**src/rtl/ws2812_pixel_rx.sv**
```systemverilog
// rtl/ws2812_pixel_rx.sv - WS2812B NZR receive decoder: GRB pixels, frame end, timing errors
// Define WS_RX_GLITCH_FILTER_EN to insert a 3-sample majority filter after the synchronizer.
module ws2812_pixel_rx #(
  parameter int T_MIN_HIGH = 10,
  parameter int T_THRESH   = 60,
  parameter int T_HIGH_MAX = 100,
  parameter int T_RESET    = 28100,
  parameter int MAX_PIXELS = 300
) (
  input  logic        clk,
  input  logic        reset,
  input  logic        din,
  output logic        pix_valid,
  output logic [23:0] pix_grb,
  output logic [8:0]  pix_index,
  output logic        frame_done,
  output logic [8:0]  frame_pixels,
  output logic        bit_err,
  output logic        overflow
);

  localparam logic [14:0] LCNT_END = 15'(T_RESET - 1);
  localparam logic [6:0]  HMIN     = 7'(T_MIN_HIGH);
  localparam logic [6:0]  HTH      = 7'(T_THRESH);
  localparam logic [6:0]  HMAX     = 7'(T_HIGH_MAX);
  localparam logic [8:0]  PIX_MAX  = 9'(MAX_PIXELS);

  typedef enum logic [1:0] {SYNC, IDLE, HIGH, LOW} state_t;

  state_t      state, state_n;
  logic        s1, s2, s3;
  logic        line, line_d;
  logic        rise;
  logic [14:0] lcnt;
  logic [6:0]  hcnt;
  logic [4:0]  bit_cnt;
  logic [8:0]  pix_cnt;
  logic [22:0] shift;
  logic        take_bit, err, frame_end, bit_val;

  always_ff @(posedge clk) begin
    if (reset) begin
      s1 <= 1'b0;
      s2 <= 1'b0;
      s3 <= 1'b0;
    end else begin
      s1 <= din;
      s2 <= s1;
      s3 <= s2;
    end
  end

`ifdef WS_RX_GLITCH_FILTER_EN
  // Majority over s2/s3/g2, registered: pulse widths >= 2 pass unchanged, 1-clk events vanish.
  logic g2;
  always_ff @(posedge clk) begin
    if (reset) begin
      g2     <= 1'b0;
      line   <= 1'b0;
      line_d <= 1'b0;
    end else begin
      g2     <= s3;
      line   <= (s2 & s3) | (s2 & g2) | (s3 & g2);
      line_d <= line;
    end
  end
`else
  assign line   = s2;
  assign line_d = s3;
`endif

  assign rise    = line & ~line_d;
  assign bit_val = (hcnt >= HTH);

  always_ff @(posedge clk) begin
    if (reset) state <= SYNC;
    else       state <= state_n;
  end

  always_comb begin
    state_n   = state;
    take_bit  = 1'b0;
    err       = 1'b0;
    frame_end = 1'b0;
    unique case (state)
      SYNC: if (!line && lcnt == LCNT_END) state_n = IDLE;
      IDLE: if (rise) state_n = HIGH;
      HIGH: begin
        if (line) begin
          if (hcnt >= HMAX) begin
            err     = 1'b1;
            state_n = SYNC;
          end
        end else if (hcnt < HMIN) begin
          err     = 1'b1;
          state_n = SYNC;
        end else begin
          take_bit = 1'b1;
          state_n  = LOW;
        end
      end
      LOW: begin
        if (rise) begin
          state_n = HIGH;
        end else if (lcnt == LCNT_END) begin
          frame_end = 1'b1;
          state_n   = IDLE;
        end
      end
      default: state_n = SYNC;
    endcase
  end

  always_ff @(posedge clk) begin
    if (reset) begin
      lcnt         <= '0;
      hcnt         <= '0;
      bit_cnt      <= '0;
      pix_cnt      <= '0;
      shift        <= '0;
      pix_valid    <= 1'b0;
      pix_grb      <= '0;
      pix_index    <= '0;
      frame_done   <= 1'b0;
      frame_pixels <= '0;
      bit_err      <= 1'b0;
      overflow     <= 1'b0;
    end else begin
      pix_valid  <= 1'b0;
      frame_done <= 1'b0;
      bit_err    <= err | (frame_end && bit_cnt != 5'd0);
      case (state)
        SYNC: begin
          bit_cnt <= '0;
          pix_cnt <= '0;
          if (line)                  lcnt <= '0;
          else if (lcnt != LCNT_END) lcnt <= lcnt + 15'd1;
        end
        IDLE: begin
          if (rise) hcnt <= 7'd1;
        end
        HIGH: begin
          if (line) hcnt <= hcnt + 7'd1;
          if (err)  lcnt <= '0;
          if (take_bit) begin
            lcnt  <= 15'd1;
            shift <= {shift[21:0], bit_val};
            if (bit_cnt == 5'd23) begin
              bit_cnt <= '0;
              if (pix_cnt < PIX_MAX) begin
                pix_valid <= 1'b1;
                pix_grb   <= {shift, bit_val};
                pix_index <= pix_cnt;
                pix_cnt   <= pix_cnt + 9'd1;
              end else begin
                overflow <= 1'b1;
              end
            end else begin
              bit_cnt <= bit_cnt + 5'd1;
            end
          end
        end
        LOW: begin
          if (rise)          hcnt <= 7'd1;
          if (lcnt != '1)    lcnt <= lcnt + 15'd1;
          // Partial pixel bits are simply dropped; bit_err above reports them.
          if (frame_end) begin
            frame_done   <= 1'b1;
            frame_pixels <= pix_cnt;
            overflow     <= 1'b0;
            bit_cnt      <= '0;
            pix_cnt      <= '0;
          end
        end
        default: ;
      endcase
    end
  end

endmodule
```
**config.mk**
```make
export PLATFORM = sky130hd
export DESIGN_NAME = ws2812_pixel_rx
export DESIGN_NICKNAME = d
export VERILOG_FILES = /design/src/rtl/ws2812_pixel_rx.sv
export SDC_FILE = /design/constraint.sdc
export NUM_CORES = 1
export LEC_CHECK = 0
export CAP_MARGIN = 10
export CORE_MARGIN = 5
export CORE_UTILIZATION = 34
export CTS_CLUSTER_DIAMETER = 150
export CTS_CLUSTER_SIZE = 12
export DETAILED_ROUTE_END_ITERATION = 16
export PLACE_DENSITY = 0.55
export SYNTH_ARGS = -nofsm -noshare
export SYNTH_HDL_FRONTEND = slang
export SYNTH_SLANG_ARGS = --single-unit
```
**constraint.sdc**
```tcl
create_clock -name clk -period 3.5 [get_ports clk]
set_input_delay 0.7 -clock clk [delete_from_list [all_inputs] [get_ports clk]]
set_output_delay 0.7 -clock clk [all_outputs]
set_load 0.01 [all_outputs]
```
==> run metrics <==
CTS resizes 0; Comb pwr share 2.1%; top cell type's share of synthesized area 45.3%; core box area 0.0139 mm²; HP Class reg2reg; switch share 23.4%; Non-Filler Instances 816; WL/cell 14.2 µm; Post-synth EDFFs 0; hold endpoint line; # setup viols final 0; vias in the first global route 4016; DR iter-0 viols 279; root buffer cell clkbuf_16; maximum clock rate 0.396 GHz; CTS sink count 110; CP Max Fanout 16; # hold bufs at CTS 0; ys async rst share 0%; worst slew pin tran between 1 and 1.5 ns; FF+latch area 0.00220 mm²; post-synth top area cell dfxtp_1; gp weighted congestion 0.800; FF+latch count, synth 110; crit path DAT 2.77 ns; post-synthesis sequential area ratio between 40% and 50%; critical path endpoint category flop; reg2reg start lcnt[0]; cell count after synthesis 601; YS warnings 0; # Post-CTS Setup Buffers 0; CTS Buf Count 9; antenna cells 0; Pint 1.77 mW; syn_nets 610; clock-pin slew on the worst setup and hold paths 0.08 ns; nets@finish 640; RSZ-0062 raised after global routing no; Row Count between 40 and 50; largest net degree at the start of global routing 36; Critical Path Source Type flop; initial antenna violation count 0; pwr dens 402 mW/mm²; worst hold path depth 1; net switching power approximately 0.54 mW; Reg power frac 54.5%; Reg2Reg Setup Slack slightly below 1 ns; Skew-Pair Late Insertion Delay 0.36 ns; Detailed Place HPWL 7860 µm; biggest cell delay along the critical path 0.57 ns; Mapped Area approximately 0.0049 mm²; initial core utilization 34.9%; via count 4233; H-tree levels 3; maximum vdd drop 226 µV; first-pass GRT wire length 19400 µm; routed wire length 11600 µm; CP required about 3.8 ns; Post-Place Cells 800; static leakage ~1.9 nW; Final Critical Period 2.52 ns; outcome finished clean; maximum clock path buffer count 2; library cells used by synthesis 60; Ports 49; die area 0.0168 mm²; HP Start s1; R2R depth 6; area taken by multi-input logic gates 0.00245 mm²; ANT nets after route 0; Die Height approximately 130 µm; Hold Violations, Final 0; Final TNS setup 0 ns; TritonCTS clock tree done; most frequent cells in the layout nand2_1 (158), dfxtp_1 (110), a21oi_1 (75); hold_ws 0.452 ns; final max-slew violation count 0; Synth area leaders dfxtp_1 (45%), nand2_1 (12%), a21oi_1 (7.7%), mux2i_1 (2.7%), nor2_1 (2.3%); Worst slew margin slightly below 30%; Max-Cap Viols 0; Most used DFF post-synth dfxtp_1; worst r2r dst bit_cnt[2]; most common cell after layout, fill and taps aside nand2_1; syn_area_per_cell around 8.1 µm²; Tcrit/Tclk final 72.1%; CP max-delay cell and2_1; layout cell share with drive strength beyond 1 7.23%; 1st-pass router iterations 5; CP Cell Sequence ha_1, or4b_4, nor4_4, and2_1, o22ai_1, a32o_1; Vias/cell 5.19; GR Util All Layers between 10% and 20%; Crit Path Category reg2reg; DR DRC count 0; Fill cells between 1k and 1.5k; port buffer count 48; Die W approximately 130 µm; clk_skew 0.00801 ns; area grow syn2layout 18.2%; Clock power frac 43.4%; GRT overflow 0
synthesized netlist by cell type (all sizes together) (7+ instances only):
library cell / n
nand2: 159
dfxtp: 110
a21oi: 80
nor2: 30
clkbuf: 25
nand3: 20
buf: 13
mux2i: 13
nor3: 11
o21ai: 11
inv: 10
or3: 10
a211oi: 9
nand2b: 8
nand4: 7
registers in the layout, summed over array words and instances, names as in the netlist, 5 cells and up:
name and flops:
bit_cnt 5, frame_pixels 9, hcnt 7, lcnt 15, pix_cnt 9, pix_grb 24, pix_index 9, shift 23
power groups by stage:
stage | logic (mW) | clock network, mW | registers, mW
floorplan | 0.0364 | 0 | 1.29
global placement | 0.0467 | 0 | 1.29
detailed placement | 0.0483 | 0 | 1.29
CTS | 0.0485 | 1.04 | 1.26
global route | 0.0532 | 1.09 | 1.26
finish | 0.0483 | 1.00 | 1.26
worst max-delay path: cells and delay by family (launching register included):
kind / cells / cell delay [ns]
AND/OR/NAND/NOR: 3 / 1.39
AO/OA/AOI/OAI: 2 / 0.42
flip-flops: 1 / 0.39
adder cells (fa/ha/maj): 1 / 0.21
logic make-up after synthesis:
kind of cell / Yosys count / synth area share (%)
buffers and inverters: 48 / 4.51
adders and majority gates: 6 / 1.55
and+or+nand+nor: 277 / 26.2
muxes: 13 / 2.68
xor gates and xnor gates: 5 / 0.902
DFF: 110 / 45.3
AOI/OAI and AO/OA: 142 / 18.9
routing by layer:
| layer | routed length [µm] | GRT usage, % | vias up |
|---|---|---|---|
| met4 | 230 | 6.36 | 0 |
| met1 | 5440 | 18.1 | 1969 |
| met5 | 0 | 0 | - |
| li1 | - | - | 2145 |
| met2 | 5450 | 23.1 | 97 |
| met3 | 493 | 3.05 | 22 |
stage by stage:
stage | utilization (%) | setup WS (ns) | power (mW) | instance area, µm²
after floorplan | - | 1.45 | 1.32 | 4860
after global placement | 39.2 | 0.996 | 1.34 | 5460
after detailed placement | 39.2 | 0.957 | 1.34 | 5460
after CTS | 41.2 | 0.943 | 2.35 | 5740
after global routing | 41.2 | 0.756 | 2.40 | 5740
final | 41.2 | 0.975 | 2.31 | 5740
worst max path at each step:
stage                        from  depth (start not counted)    endpoint
after floorplan           lcnt[0]                          7  bit_cnt[2]
after global placement    lcnt[0]                          6  bit_cnt[2]
after detailed placement  lcnt[0]                          6  bit_cnt[2]
after CTS                 lcnt[0]                          6  bit_cnt[2]
after global routing      lcnt[0]                          6  bit_cnt[2]
final                     lcnt[0]                          6  bit_cnt[2]
area by class of cell:
class	count	share of cell area, %
well taps	180	3.92
clock inverters	7	1.07
inverters	10	0.654
clock buffers	9	3.92
multi-input cells	443	42.6
flip-flops and latches	110	38.3
repair buffers	57	9.46
No activity file was read; power rests on OpenSTA's default activity.
